$ cat src/rtl/irrigation_scheduler_pkg.sv
// Shared definitions for the irrigation scheduler: state and mode encodings,
// water-level constants, status codes and the actuator output decode.
package irrigation_scheduler_pkg;

  localparam logic [1:0] LVL_EMPTY = 2'b00;
  localparam logic [1:0] LVL_LOW   = 2'b01;
  localparam logic [1:0] LVL_HALF  = 2'b10;
  localparam logic [1:0] LVL_FULL  = 2'b11;

  localparam logic [1:0] DATA_IDLE      = 2'b00;
  localparam logic [1:0] DATA_DRIP      = 2'b01;
  localparam logic [1:0] DATA_SPRINKLER = 2'b10;
  localparam logic [1:0] DATA_SPECIFIC  = 2'b11;

  typedef enum logic [1:0] {
    ST_IDLE   = 2'd0,
    ST_RUN    = 2'd1,
    ST_COOL   = 2'd2,
    ST_REFILL = 2'd3
  } state_e;

  // Mode values double as the status code reported while running.
  typedef enum logic [1:0] {
    MODE_NONE      = DATA_IDLE,
    MODE_DRIP      = DATA_DRIP,
    MODE_SPRINKLER = DATA_SPRINKLER,
    MODE_SPECIFIC  = DATA_SPECIFIC
  } mode_e;

  typedef struct packed {
    logic       sprinkler;
    logic       drip;
    logic       specific;
    logic       pump;
    logic [1:0] data;
    logic       busy;
  } act_t;

  // Actuator pattern for a given state/mode; at most one valve or the pump is on.
  function automatic act_t decode_outputs(state_e st, mode_e md);
    act_t a;
    a = '0;
    unique case (st)
      ST_RUN: begin
        a.sprinkler = (md == MODE_SPRINKLER);
        a.drip      = (md == MODE_DRIP);
        a.specific  = (md == MODE_SPECIFIC);
        a.data      = md;
        a.busy      = 1'b1;
      end
      ST_COOL: begin
        a.busy = 1'b1;
      end
      ST_REFILL: begin
        a.pump = 1'b1;
        a.busy = 1'b1;
      end
      default: begin
        a = '0;
      end
    endcase
    return a;
  endfunction

endpackage

$ cat src/rtl/irrigation_scheduler_tick_prescaler.sv
// Free-running prescaler: counts 0..TICK_DIV-1 and pulses tick for one cycle
// while the count sits at TICK_DIV-1.
module tick_prescaler #(
  parameter int unsigned TICK_DIV = 50_000_000
) (
  input  logic clock,
  input  logic reset,
  output logic tick
);

  localparam int unsigned DIV_W = $clog2(TICK_DIV);
  localparam logic [DIV_W-1:0] LAST     = DIV_W'(TICK_DIV - 1);
  localparam logic [DIV_W-1:0] PRE_LAST = DIV_W'(TICK_DIV - 2);

  logic [DIV_W-1:0] cnt_q, cnt_d;
  logic             tick_q, tick_d;

  // Tick is registered one count early so it lines up with count == LAST.
  always_comb begin
    cnt_d  = (cnt_q == LAST) ? '0 : cnt_q + DIV_W'(1);
    tick_d = (cnt_q == PRE_LAST);
  end

  always_ff @(posedge clock or posedge reset) begin
    if (reset) begin
      cnt_q  <= '0;
      tick_q <= 1'b0;
    end else begin
      cnt_q  <= cnt_d;
      tick_q <= tick_d;
    end
  end

  assign tick = tick_q;

endmodule

$ cat src/rtl/irrigation_scheduler.sv
// Turns raw irrigation requests into exclusive, time-bounded watering runs with
// minimum/maximum run length, forced cool-down and water-box refill.
module irrigation_scheduler #(
  parameter int unsigned TICK_DIV = 50_000_000,
  parameter int unsigned MIN_ON   = 10,
  parameter int unsigned MAX_ON   = 600,
  parameter int unsigned COOLDOWN = 60,
  parameter int unsigned CNT_W    = 16
) (
  input  logic       clock,
  input  logic       reset,
  input  logic       sprinkler_req,
  input  logic       drip_req,
  input  logic       specific_req,
  input  logic [1:0] water_box,
  output logic       sprinkler_on,
  output logic       drip_on,
  output logic       specific_on,
  output logic       pump_on,
  output logic [1:0] irrigation_data,
  output logic       busy
);

  import irrigation_scheduler_pkg::*;

  localparam logic [CNT_W-1:0] MIN_C  = CNT_W'(MIN_ON);
  localparam logic [CNT_W-1:0] MAX_C  = CNT_W'(MAX_ON);
  localparam logic [CNT_W-1:0] COOL_C = CNT_W'(COOLDOWN);
  localparam logic [CNT_W-1:0] SAT_C  = '1;

  logic             tick;
  state_e           state_q, state_d;
  mode_e            mode_q, mode_d;
  logic [CNT_W-1:0] run_cnt_q, run_cnt_d;
  logic [CNT_W-1:0] cool_cnt_q, cool_cnt_d;
  act_t             act_q;
  logic             granted_req;
  logic             run_stop;

  tick_prescaler #(
    .TICK_DIV(TICK_DIV)
  ) u_tick (
    .clock(clock),
    .reset(reset),
    .tick (tick)
  );

  // Live level of the request that won the current run.
  always_comb begin
    granted_req = 1'b0;
    unique case (mode_q)
      MODE_SPRINKLER: granted_req = sprinkler_req;
      MODE_DRIP:      granted_req = drip_req;
      MODE_SPECIFIC:  granted_req = specific_req;
      default:        granted_req = 1'b0;
    endcase
  end

  // Any of MAX_ON, request drop after MIN_ON or sprinkler level drop ends a run in COOL.
  assign run_stop = (run_cnt_q >= MAX_C)
                 || (!granted_req && (run_cnt_q >= MIN_C))
                 || ((mode_q == MODE_SPRINKLER) && (water_box < LVL_HALF));

  always_comb begin
    state_d    = state_q;
    mode_d     = mode_q;
    run_cnt_d  = run_cnt_q;
    cool_cnt_d = cool_cnt_q;
    unique case (state_q)
      ST_IDLE: begin
        if (water_box == LVL_EMPTY) begin
          state_d = ST_REFILL;
        end else if (sprinkler_req && (water_box >= LVL_HALF)) begin
          state_d   = ST_RUN;
          mode_d    = MODE_SPRINKLER;
          run_cnt_d = '0;
        end else if (drip_req) begin
          state_d   = ST_RUN;
          mode_d    = MODE_DRIP;
          run_cnt_d = '0;
        end else if (specific_req) begin
          state_d   = ST_RUN;
          mode_d    = MODE_SPECIFIC;
          run_cnt_d = '0;
        end
      end
      ST_RUN: begin
        if (water_box == LVL_EMPTY) begin
          state_d = ST_REFILL;
          mode_d  = MODE_NONE;
        end else if (run_stop) begin
          state_d    = ST_COOL;
          mode_d     = MODE_NONE;
          cool_cnt_d = '0;
        end else if (tick && (run_cnt_q != SAT_C)) begin
          run_cnt_d = run_cnt_q + CNT_W'(1);
        end
      end
      ST_COOL: begin
        if (cool_cnt_q >= COOL_C) begin
          state_d = (water_box == LVL_EMPTY) ? ST_REFILL : ST_IDLE;
        end else if (tick && (cool_cnt_q != SAT_C)) begin
          cool_cnt_d = cool_cnt_q + CNT_W'(1);
        end
      end
      ST_REFILL: begin
        if (water_box == LVL_FULL) begin
          state_d    = ST_COOL;
          cool_cnt_d = '0;
        end
      end
      default: begin
        state_d = ST_IDLE;
        mode_d  = MODE_NONE;
      end
    endcase
  end

  // Outputs are decoded from the registered state, so they trail it by one cycle.
  always_ff @(posedge clock or posedge reset) begin
    if (reset) begin
      state_q    <= ST_IDLE;
      mode_q     <= MODE_NONE;
      run_cnt_q  <= '0;
      cool_cnt_q <= '0;
      act_q      <= '0;
    end else begin
      state_q    <= state_d;
      mode_q     <= mode_d;
      run_cnt_q  <= run_cnt_d;
      cool_cnt_q <= cool_cnt_d;
      act_q      <= decode_outputs(state_q, mode_q);
    end
  end

  assign sprinkler_on    = act_q.sprinkler;
  assign drip_on         = act_q.drip;
  assign specific_on     = act_q.specific;
  assign pump_on         = act_q.pump;
  assign irrigation_data = act_q.data;
  assign busy            = act_q.busy;

endmodule

$ cat config.mk
export PLATFORM = sky130hd
export DESIGN_NAME = irrigation_scheduler
export DESIGN_NICKNAME = d
export VERILOG_FILES = /design/src/rtl/irrigation_scheduler_pkg.sv /design/src/rtl/irrigation_scheduler_tick_prescaler.sv /design/src/rtl/irrigation_scheduler.sv
export SDC_FILE = /design/constraint.sdc
export NUM_CORES = 1
export LEC_CHECK = 0
export ABC_AREA = 1
export ABC_CLOCK_PERIOD_IN_PS = 3200
export CAP_MARGIN = 20
export CORE_UTILIZATION = 58
export CTS_BUF_LIST = sky130_fd_sc_hd__clkbuf_16
export CTS_CLUSTER_SIZE = 10
export DETAILED_ROUTE_END_ITERATION = 6
export PLACE_DENSITY = 0.88
export REMOVE_ABC_BUFFERS = 1
export SLEW_MARGIN = 15
export SYNTH_ARGS = -nofsm -noshare
export SYNTH_HDL_FRONTEND = slang
export SYNTH_HIERARCHICAL = 1
export SYNTH_SLANG_ARGS = --single-unit
$ cat constraint.sdc
create_clock -name clock -period 3.2 [get_ports clock]
set_input_delay 0.32 -clock clock [delete_from_list [all_inputs] [get_ports clock]]
set_output_delay 0.32 -clock clock [all_outputs]
set_load 0.02 [all_outputs]
Yosys cells after proc, flatten, opt, wreduce, memory -nomap -nowiden --
Cells that the tools add are included.
Cells by class: magnitude comparators 5, equal/unequal tests 23, add/subtract/negate cells 3, mux-type cells 37, reduce and logical (&&, ||, !) cells 17
Operators with widths (count):
- 16-bit 2-to-1 mux | 12
- 26-bit == test (second input constant) | 2
- 16-bit one-hot mux with 3 select lines | 1
- 16-bit by 1-bit adder with 16-bit output (second input constant) | 2
- 2-bit 2-to-1 mux | 16
- 16-bit != test (second input constant) | 2
- 16-bit one-hot mux with 2 select lines | 1
- 26-bit by 1-bit adder with 26-bit output (second input constant) | 1
- 26-bit 2-to-1 mux | 1
- 2-bit != test (second input constant) | 9
- 16-bit by 10-bit >= comparator with 1-bit output (second input constant) | 1
- 16-bit by 4-bit >= comparator with 1-bit output (second input constant) | 1
- 16-bit by 6-bit >= comparator with 1-bit output (second input constant) | 1
- 6-bit AND reduction | 2
- 2-bit == test (second input constant) | 5
- 2-bit one-hot mux with 4 select lines | 1
- 4-bit AND reduction | 2
- 1-bit logical AND | 5
- 5-bit != test (second input constant) | 1
- 2-bit by 1-bit == test with 1-bit output (second input constant) | 2
- 2-bit zero test | 2
- 4-bit != test (second input constant) | 1
- 2-bit one-hot mux with 2 select lines | 1
- 3-bit 2-to-1 mux | 1
- other kinds (10) | 12
Word-level totals: input port bits 7, logic and storage cells 97, register bits after elaboration 70, output and inout port bits 7

Depth between registers and ports, before layout --
Gate-level depths: netlist of run 1.
word-level depth 9, depth in mapped cells 11

Modules after synthesis --
Netlist of run 1, hierarchy kept.
Modules (own cells, without submodules):
- irrigation_scheduler | times used 1, cells each 310, area an instance 2342.2 µm²
- tick_prescaler | times used 1, cells each 211, area an instance 1597.8 µm²

Least setup slack after synthesis of run 1 --
No wires, ideal clock.
path kind flip-flop to flip-flop, start point register run_cnt_q[1], end point register run_cnt_q[7], buffers on the path 1, setup time 0.117 ns, required time 3.083 ns, arrival time 1.410 ns, stages on the path, launching flop included 12, clock period less this slack 1.527 ns, setup slack 1.673 ns, cells stage by stage dfrtp_1 > ha_1 > nand3_2 > nor3_2 > inv_1 > nor2_1 > nor2_1 > nand2_2 > nand2_4 > buf_6 > nand2_1 > nand2_1
On the way: cells in the longest elaborated chain, start to end 6, elaborated cells between the ends (all ways) 15, those cells by class add/sub: 1; order compare: 2; eq/ne: 3; mux: 4; reduce/logical: 5
RTL lines:
- start: declaration | RTL line irrigation_scheduler.sv:34 | logic [CNT_W-1:0] run_cnt_q, run_cnt_d;
- start signal: assignment | RTL line irrigation_scheduler.sv:130 | run_cnt_q <= run_cnt_d;
- 16-bit by 4-bit >= comparator with 1-bit output | RTL line irrigation_scheduler.sv:61 | || (!granted_req && (run_cnt_q >= MIN_C))
- 1-bit logical AND | RTL line irrigation_scheduler.sv:61
- 1-bit logical OR | RTL line irrigation_scheduler.sv:61
- 1-bit logical OR | RTL line irrigation_scheduler.sv:62 | || ((mode_q == MODE_SPRINKLER) && (water_box < LVL_HALF));
- 2-bit != test (no source line)
- 6-bit AND reduction (no source line)
Parallel ways exist; a longest one is shown, timed or not. The select of a mux whose other input is x is not followed. A chain may end at the register's enable or synchronous reset.

Final worst setup path of run 1 --
start point register run_cnt_q[1], end point register run_cnt_q[4]
Same word-level chain as after synthesis.

==> results.txt, run 1 <==
status = finished with violations
violated checks = DRC
Startpoint Class = flop
Post-Syn Area per Cell = 7.56 sq um
highest-count cells in the layout ignoring fill and taps = nand2_1 (139), nor2_1 (98), dfrtp_1 (70)
Final min period = 1870 ps
cell taking the most area after synthesis = dfrtp_1
layout cells sized above 1 = 11.0%
clk slew on worst S/H paths = 60 ps
Final Net Count = 555
DRC = 8
clk_lat worst skew = 340 ps
FP Rows = 29
WS Path Type = reg2reg
Top Layer Used = met4
Total Routing Usage GR = 23.2%
crit end category = flop
core area = 6460 sq um
max frequency = 534 MHz
Max clock buf depth = 2
final wirelength = 7650 um
ys async rst share = 100%
first-pass GRT wire length = 13100 um
CTS Sinks = 70
die extent in y = 84.4 um
starting density of the core = 61.0%
sequential-to-total area share from yosys stat = 44.5%
H-Tree Depth = 3
Worst EP required = 3420 ps
grt total ovfl = 0
initial DRC count = 239
routability cong. = 0.892
RSZ-0062 raised after global routing = false
Largest stage delay, worst path = 430 ps
Final ANT Viol Nets = 0
VDD IR max = 0.000314 V
Final Util = 68.6%
Post-synth EDFFs = 0
Leak Pwr = 2.20 nW
CP Cell Sequence = ha_1 -> nand3_2 -> nor3_2 -> inv_1 -> nor2_1 -> nor2_1 -> nand2_2 -> nand2_4 -> nand2_1 -> nand2_1
Max stage delay cell, worst path = dfrtp_1
initial antenna violation count = 0
max_slew headroom = 64.4%
fin cells = 623
I/O pin cnt = 14
Hold Fails Final Rpt = 0
n_diodes = 0
max-cap viol count = 0
final HPWL from detailed placement = 5310 um
Critical Path AT = 2090 ps
drt first pass iters = 6
vias = 3269
Final TNS setup = 0 ps
DP Worst Slack = 1020 ps
Port Buf Inserts = 13
die width = 84.4 um
CTS resizes = 0
largest net degree at the start of global routing = 44
# setup viols final = 0
Area growth syn-to-layout = 12.4%
vias in the first global route = 3076
final worst path period share = 58.6%
Final Slew Violations = 0
CTS hold repair buffers = 0
count of cell types in the netlist = 34
FF+latch count, synth = 70
top_reg_cell synth = dfrtp_1
share of the synthesized area in the top cell type = 44.5%
Placed Cells = 606
Ys Warns = 6
vias per inst = 5.25
drt wl/cell = 12.3 um
met2 wire len = 3790 um
Die ar. = 7130 sq um
commonest non-fill, non-tap cell in the layout = nand2_1
clk_skew = 9.52 ps
Slew @ Worst Pin = 535 ps
post-CTS setup buffer count = 0
final worst-path setup slack = 1330 ps
CTS tree = built
DR WL met3 = 269 um
metal1 wirelength = 3440 um
Hold WC Path Type = in2async
Cells after Synth = 521
largest cells by area after synthesis = dfrtp_1 (44%), nand2_1 (13%), nor2_1 (9.3%)
Inserted Clock Buffers = 9
pwr dens = 425 nW/um^2
Critical Path Fanout Max = 15
Post-Syn Area = 3940 sq um
clk root buf = clkbuf_16
## critical path, delay by kind of cell, from the launching register on
| family | cells | cell delay (ps) |
|---|---|---|
| and+or+nand+nor | 8 | 1020 |
| DFF | 1 | 430 |
| buffers and inverters | 1 | 60 |
| adders and majority gates | 1 | 240 |
## registers in the layout (all words and copies together) (netlist names)
signal and count:
u_tick/cnt_q 26, cool_cnt_q 16, run_cnt_q 16, irrigation_data 2
mode_q 2, state_q 2, busy 1, drip_on 1
pump_on 1, specific_on 1, sprinkler_on 1, u_tick/tick 1
## cells by family (layout without fill, tap and decap cells)
logic type / after synthesis / count (layout) / synth area share (%)
compound gates: 18 / 18 / 3.02
xor+xnor: 23 / 23 / 5.11
fa+ha+maj: 7 / 7 / 2.22
buf+inv: 73 / 98 / 7.84
flops: 70 / 70 / 44.5
simple gates: 330 / 330 / 37.3
## metrics by stage
step / total power [mW] / area (sq um) / hold WS (ps)
2_1_floorplan: 0.919 / 3880 / 373
3_3_place_gp: 0.934 / 4120 / 469
3_5_place_dp: 0.935 / 4120 / 475
4_1_cts: 1.88 / 4400 / 477
5_1_grt: 1.94 / 4430 / 382
6_report: 1.88 / 4430 / 325
## cells in the mapped netlist (2+ instances only)
master	count
nand2_1	139
xor2_1	10
nand4_1	11
nand2_2	8
nand3_2	2
xnor2_1	13
nor2_2	18
o21bai_1	2
nor2_1	98
o21ai_0	2
nor3_1	3
dfrtp_1	70
inv_1	59
ha_1	7
clkbuf_1	2
nor2_4	5
buf_6	2
inv_2	8
a21oi_1	8
nand3_1	40
## layer usage
metal / global-route usage (%) / up-vias
met5: 0 / -
met4: 7.70 / 0
met3: 5.70 / 17
met2: 40.4 / 58
met1: 28.3 / 1549
li1: - / 1645
## layout make-up
cell class | instances | area [sq um]
Clock buffer | 9 | 225
Clock inverter | 7 | 58.8
Fill cell | 523 | 2030
Inverter | 67 | 251
Multi-Input combinational cell | 378 | 1880
Sequential cell | 70 | 1750
Tap cell | 77 | 96.3
Timing Repair Buffer | 15 | 165
## where the power goes
part,switching [mW],internal (mW)
Sequential,0,0.886
Clock,0.368,0.592
Combinational,0.0243,0.0125
## worst paths after layout
path / cells past startpoint / endpoint / from / slack, ps
max: 10 / run_cnt_q[4] / run_cnt_q[1] / 1330
min: 2 / u_tick/cnt_q[24] / reset / 320
max reg2reg: 10 / run_cnt_q[4] / run_cnt_q[1] / 1330
min reg2reg: 2 / cool_cnt_q[6] / cool_cnt_q[6] / 490
max in group asynchronous: 3 / run_cnt_q[14] / reset / 2370
min in group clock: 2 / cool_cnt_q[6] / cool_cnt_q[6] / 490
No activity file was read; power rests on OpenSTA's default activity.
==> inputs of run 2 (changes only) <==
Settings changed: ABC_CLOCK_PERIOD_IN_PS 3200 to 1700, CORE_UTILIZATION 58 to 55.
Clock period 3.2 ns to 1.7 ns, I/O delays scaled along.
==> results.txt, run 2 (synthesis gave the netlist of run 1 again) <==
Area growth syn-to-layout = 20.6%
vias = 3362 (+2.8%)
n_diodes = 0 (unchanged)
CP delay by family, top = simple AND/OR/NAND/NOR gates
Net Sw Frac = 23.7% (+2.9 points)
reg-to-reg setup timing slack = 10 ps (-1310 ps)
Hold WC Path Type = in2async
DP Worst Slack = -77.4 ps (-1100 ps)
# setup viols final = 0 (unchanged)
Critical Path AT = 1910 ps (-180 ps)
final HPWL from detailed placement = 5350 um (+0.62%)
clock share of power = 51.6% (+0.6 points)
Largest stage delay, worst path = 400 ps (-30 ps)
Final Power = 3.58 mW (+90%)
Final Slew Violations = 0 (unchanged)
Max clock buf depth = 2 (unchanged)
drt first pass iters = 4 (-2)
Total Routing Usage GR = 23.6% (+0.47 points)
Inserted Clock Buffers = 9 (unchanged)
die extent in y = 86.6 um (+2.6%)
crit end category = flop
clk_lat worst skew = 330 ps (about the same)
Max stage delay cell, worst path = dfrtp_1
Final min period = 1690 ps (-186 ps)
vias per inst = 5.06 (-3.7%)
Logic pwr share = 1.8% (-0.2 points)
DRC = 0 (-8)
Buf+Inv Stages, Crit Path = 2 (+1)
Top reg by flops = u_tick/cnt_q
status = finished clean
Worst EP required = 1920 ps (-1500 ps)
core area = 6870 sq um (+6.4%)
Placed Cells = 639 (+5.4%)
first-pass GRT wire length = 13800 um (+5.3%)
final worst path period share = 99.3% (+41 points)
clk_skew = 5.15 ps (-4.37 ps)
Startpoint Class = flop
CTS Sinks = 70 (unchanged)
largest net degree at the start of global routing = 44 (unchanged)
VDD IR max = 0.000723 V (+130%)
grt total ovfl = 0 (unchanged)
Leak Pwr = 2.32 nW (+5.3%)
fin cells = 665 (+6.7%)
WS Path Type = reg2reg
initial DRC count = 211 (-12%)
Hold Fails Final Rpt = 0 (unchanged)
H-Tree Depth = 3 (unchanged)
Seq pwr share = 46.6% (-0.5 points)
pwr dens = 753 nW/um^2 (+77%)
RSZ-0062 raised after global routing = true
starting density of the core = 57.4% (-3.6 points)
FP Rows = 30 (+3.4%)
drt wl/cell = 12.0 um (-1.8%)
I/O pin cnt = 14 (unchanged)
Die ar. = 7510 sq um (+5.3%)
max-cap viol count = 0 (unchanged)
max reg flops = 26 (unchanged)
commonest non-fill, non-tap cell in the layout = nand2_1
CP Cell Sequence = ha_4 -> nand3_4 -> nor3_4 -> inv_1 -> nor2_2 -> nor2_2 -> nand2_2 -> buf_4 -> nand2_4 -> nand2_1 -> nand2_1
final wirelength = 8010 um (+4.8%)
clk root buf = clkbuf_16
Final ANT Viol Nets = 0 (unchanged)
layout cells sized above 1 = 19.5% (+8.5 points)
Final TNS setup = 0 ps (unchanged)
Final Net Count = 578 (+4.1%)
vias in the first global route = 3296 (+7.2%)
CTS tree = built
routability cong. = 0.873 (-2.1%)
max frequency = 592 MHz (+11%)
# fillers = 537 (+2.7%)
Critical Path Fanout Max = 7 (-8)
clk slew on worst S/H paths = 60 ps (about the same)
Int Pwr = 2.73 mW (+83%)
final worst-path setup slack = 11.7 ps (-1310 ps)
Psw = 849 uW (+120%)
highest-count cells in the layout ignoring fill and taps = nand2_1 (132), nor2_1 (91), dfrtp_1 (64)
Largest regs = u_tick/cnt_q (26), cool_cnt_q (16), run_cnt_q (16)
Port Buf Inserts = 13 (unchanged)
Slew @ Worst Pin = 551 ps (+15.9 ps)
max_slew headroom = 63.3% (-1.1 points)
initial antenna violation count = 0 (unchanged)
die width = 86.6 um (+2.6%)
[run 2: repair_timing]
action,in CTS,in global routing
resized for setup,0,31
gates cloned,0,2
setup endpoints to repair,9,39
setup buffers,2,6
pin swaps,0,9
hold buffers,0,0
[run 2: layout make-up]
| class | count | area (sq um) | share of cell area [%] |
|---|---|---|---|
| clock buffer | 9 | 225 | 4.74 |
| clock inverter | 7 | 71.3 | 1.50 |
| inverter | 67 | 251 | 5.29 |
| multi-input combinational | 380 | 1990 | 42.0 |
| sequential | 70 | 1760 | 37.0 |
| tap | 96 | 120 | 2.53 |
| timing repair buffer | 36 | 332 | 6.98 |
[run 2: power groups by stage]
stage / clock network (mW) / logic, mW / registers [mW]
5_1_grt: 1.96 / 0.0771 / 1.66
4_1_cts: 1.88 / 0.0687 / 1.67
6_report: 1.85 / 0.0661 / 1.67
3_5_place_dp: 0 / 0.0681 / 1.70
3_3_place_gp: 0 / 0.0667 / 1.70
2_1_floorplan: 0 / 0.0333 / 1.70
[run 2: worst register-to-register path: stages (launching register included)]
cell and delay, ps:
dfrtp_1 400, ha_4 170, nand3_4 90, nor3_4 220
inv_1 80, nor2_2 110, nor2_2 50, nand2_2 120
buf_4 140, nand2_4 80, nand2_1 80, nand2_1 40
[run 2: stage by stage]
step / hold slack [ps] / util, % / instance area [sq um]
after floorplan: 223 / - / 3880
after global placement: 468 / 62.0 / 4260
after detailed placement: 480 / 62.0 / 4260
after CTS: 233 / 66.5 / 4570
after global routing: 256 / 69.2 / 4750
final: 225 / 69.2 / 4750
[run 2: layer usage]
metal  GRT usage, %  up-vias  wire, um
met5              0        -         0
met4           7.88        0        69
met3           5.90        4       320
met2           42.6       75      4210
met1           27.4     1589      3420
li1               -     1694         -
[run 2: worst paths after layout]
kind	to	cells after the start	start
min reg2reg	u_tick/cnt_q[0]	1	u_tick/cnt_q[0]
max in group asynchronous	run_cnt_q[4]	3	reset
max reg2reg	run_cnt_q[2]	11	run_cnt_q[1]
min in group clock	u_tick/cnt_q[0]	1	u_tick/cnt_q[0]
min	u_tick/cnt_q[20]	3	reset
max	run_cnt_q[2]	11	run_cnt_q[1]
==> inputs of run 3 (changes only) <==
Settings changed: CORE_UTILIZATION 55 to 45, PLACE_DENSITY 0.88 to 0.76, SYNTH_HIERARCHICAL 1 to default.
==> results.txt, run 3 <==
Final min period = 1700 ps (+11.8 ps)
# setup viols final = 1 (+1)
Final Util = 58.0% (-11 points)
Worst EP required = 1910 ps (about the same)
fin cells = 691 (+3.9%)
DP Worst Slack = -71.3 ps (+6.04 ps)
final HPWL from detailed placement = 6030 um (+13%)
tightest hold margin = 151 ps (-74.1 ps)
CTS tree = built
# fillers = 742 (+38%)
count of cell types in the netlist = 36 (+5.9%)
n_diodes = 0 (unchanged)
Slew @ Worst Pin = 399 ps (-151 ps)
max frequency = 588 MHz (-0.69%)
Final Slew Violations = 0 (unchanged)
Largest regs = u_tick.cnt_q (26), cool_cnt_q (16), run_cnt_q (16)
Total Routing Usage GR = 20.0% (-3.6 points)
Final ANT Viol Nets = 0 (unchanged)
max reg flops = 26 (unchanged)
CTS Sinks = 70 (unchanged)
ys async rst share = 100% (unchanged)
Top reg by flops = u_tick.cnt_q
Max stage delay cell, worst path = dfrtp_1
H-Tree Depth = 3 (unchanged)
Largest stage delay, worst path = 400 ps (about the same)
die width = 95.8 um (+11%)
CP Cell Sequence = nor2_2 -> nand2_1 -> nor2_2 -> nand2_2 -> nor2_4 -> buf_4 -> nand4_4 -> buf_6 -> nand3_1 -> nand2_1
cell taking the most area after synthesis = dfrtp_1
max-cap viol count = 0 (unchanged)
Startpoint Class = flop
share of the synthesized area in the top cell type = 44.3% (-0.18 points)
starting density of the core = 47.2% (-10 points)
DR WL met3 = 402 um (+26%)
drt wl/cell = 12.3 um (+2.4%)
Placed Cells = 666 (+4.2%)
Die ar. = 9170 sq um (+22%)
first-pass GRT wire length = 14200 um (+2.9%)
Area growth syn-to-layout = 23.0%
vias in the first global route = 3357 (+1.9%)
top-count cell post-synth = nand2_1
Critical Path AT = 1910 ps (about the same)
Ys Warns = 0 (-6)
largest cells by area after synthesis = dfrtp_1 (44%), nand2_1 (12%), nor2_1 (8.9%)
Cells after Synth = 524 (+0.58%)
vias = 3482 (+3.6%)
Inserted Clock Buffers = 9 (unchanged)
commonest non-fill, non-tap cell in the layout = nand2_1
FP Rows = 33 (+10%)
final worst path period share = 100% (+0.69 points)
routability cong. = 0.902 (+3.3%)
metal1 wirelength = 3690 um (+8.1%)
met2 wire len = 4310 um (+2.4%)
grt total ovfl = 0 (unchanged)
status = finished with violations
initial DRC count = 166 (-21%)
crit end category = flop
RSZ-0062 raised after global routing = true
max_slew headroom = 73.3% (+10 points)
Port Buf Inserts = 13 (unchanged)
top_reg_cell synth = dfrtp_1
FF+latch count, synth = 70 (unchanged)
FF+latch area = 1750 sq um (-0.36%)
clk_lat worst skew = 330 ps (about the same)
Top Layer Used = met4
Post-synth EDFFs = 0 (unchanged)
Final Net Count = 594 (+2.8%)
Hold WC Path Type = in2async
DRC = 0 (unchanged)
clk root buf = clkbuf_16
Leak Pwr = 2.42 nW (+4.3%)
Critical Path Fanout Max = 5 (-2)
CTS hold repair buffers = 0 (unchanged)
final wirelength = 8530 um (+6.5%)
I/O pin cnt = 14 (unchanged)
vias per inst = 5.04 (-0.33%)
layout cells sized above 1 = 17.9% (-1.6 points)
sequential-to-total area share from yosys stat = 44.3% (-0.18 points)
largest net degree at the start of global routing = 40 (-9.1%)
area of the multi-input gates = 1900 sq um (-4.8%)
final worst-path setup slack = -0.129 ps (-11.8 ps)
Hold Fails Final Rpt = 0 (unchanged)
Max clock buf depth = 2 (unchanged)
die extent in y = 95.8 um (+11%)
Post-Syn Area per Cell = 7.55 sq um (-0.16%)
highest-count cells in the layout ignoring fill and taps = nand2_1 (123), nor2_1 (87), inv_1 (74)
pwr dens = 1070 nW/um^2 (+42%)
clk slew on worst S/H paths = 60 ps (about the same)
WS Path Type = reg2reg
Synth top cells by count = nand2_1 (127), nor2_1 (94), inv_1 (75)
clk_skew = 7.16 ps (+2.01 ps)
initial antenna violation count = 0 (unchanged)
violated checks = setup timing
Post-Syn Area = 3960 sq um (+0.41%)
core area = 8380 sq um (+22%)
VDD IR max = 0.000593 V (-18%)
drt first pass iters = 5 (+1)
run 3: cell type report:
type,count,area share (%)
inverters,82,6.43
well taps,105,2.70
repair buffers,53,9.34
multi-input cells,365,39.0
clock inverters,7,1.83
flip-flops and latches,70,36.0
clock buffers,9,4.63
run 3: cells by family (layout without fill, tap and decap cells):
family | after synthesis | in the layout | synth area share [%]
buf+inv | 90 | 151 | 9.30
compound gates | 8 | 8 | 1.64
simple gates | 321 | 322 | 36.5
xor+xnor | 29 | 29 | 6.42
fa+ha+maj | 6 | 6 | 1.90
flops | 70 | 70 | 44.3
run 3: worst paths after layout:
path | start | cells past startpoint | slack [ps] | endpoint
worst max-delay path | run_cnt_q[14] | 10 | -0.1 | run_cnt_q[8]
min in group clock | u_tick.cnt_q[0] | 1 | 480 | u_tick.cnt_q[0]
worst min-delay path | reset | 2 | 150 | state_q[1]
worst max register to register | run_cnt_q[14] | 10 | -0.1 | run_cnt_q[8]
worst min register to register | u_tick.cnt_q[0] | 1 | 480 | u_tick.cnt_q[0]
max in group asynchronous | reset | 3 | 1010 | run_cnt_q[9]
run 3: worst max-delay path: cells and delay by family, from the launching register on:
kind	cells	cell delay (ps)
buf+inv	2	300
flops	1	400
simple gates	8	900
run 3: where the power goes:
part | total, mW | leakage [nW] | internal (mW) | switching, mW
logic | 1.32 | 1.32 | 0.473 | 0.845
clock network | 1.97 | 0.152 | 1.27 | 0.692
registers | 1.91 | 0.947 | 1.79 | 0.118
run 3: per-stage QoR:
stage                     power (mW)  area (sq um)  TNS [ps]
after CTS                       5.18          4730         0
after global placement          3.17          4410      -628
after detailed placement        3.20          4410     -1150
final                           5.19          4860    -0.129
after global routing            5.49          4860     -1600
after floorplan                 2.76          3900    -16680
run 3: repair_timing:
| action | CTS | global route |
|---|---|---|
| resized for setup | 0 | 22 |
| setup buffers | 0 | 8 |
| endpoints found under the setup margin | 0 | 36 |
run 3: metal layers:
layer  global-route usage [%]  vias up
li1                         -     1718
met1                     23.3     1652
met2                     35.2       98
met3                     4.82       14
met4                     8.21        0
met5                        0        -
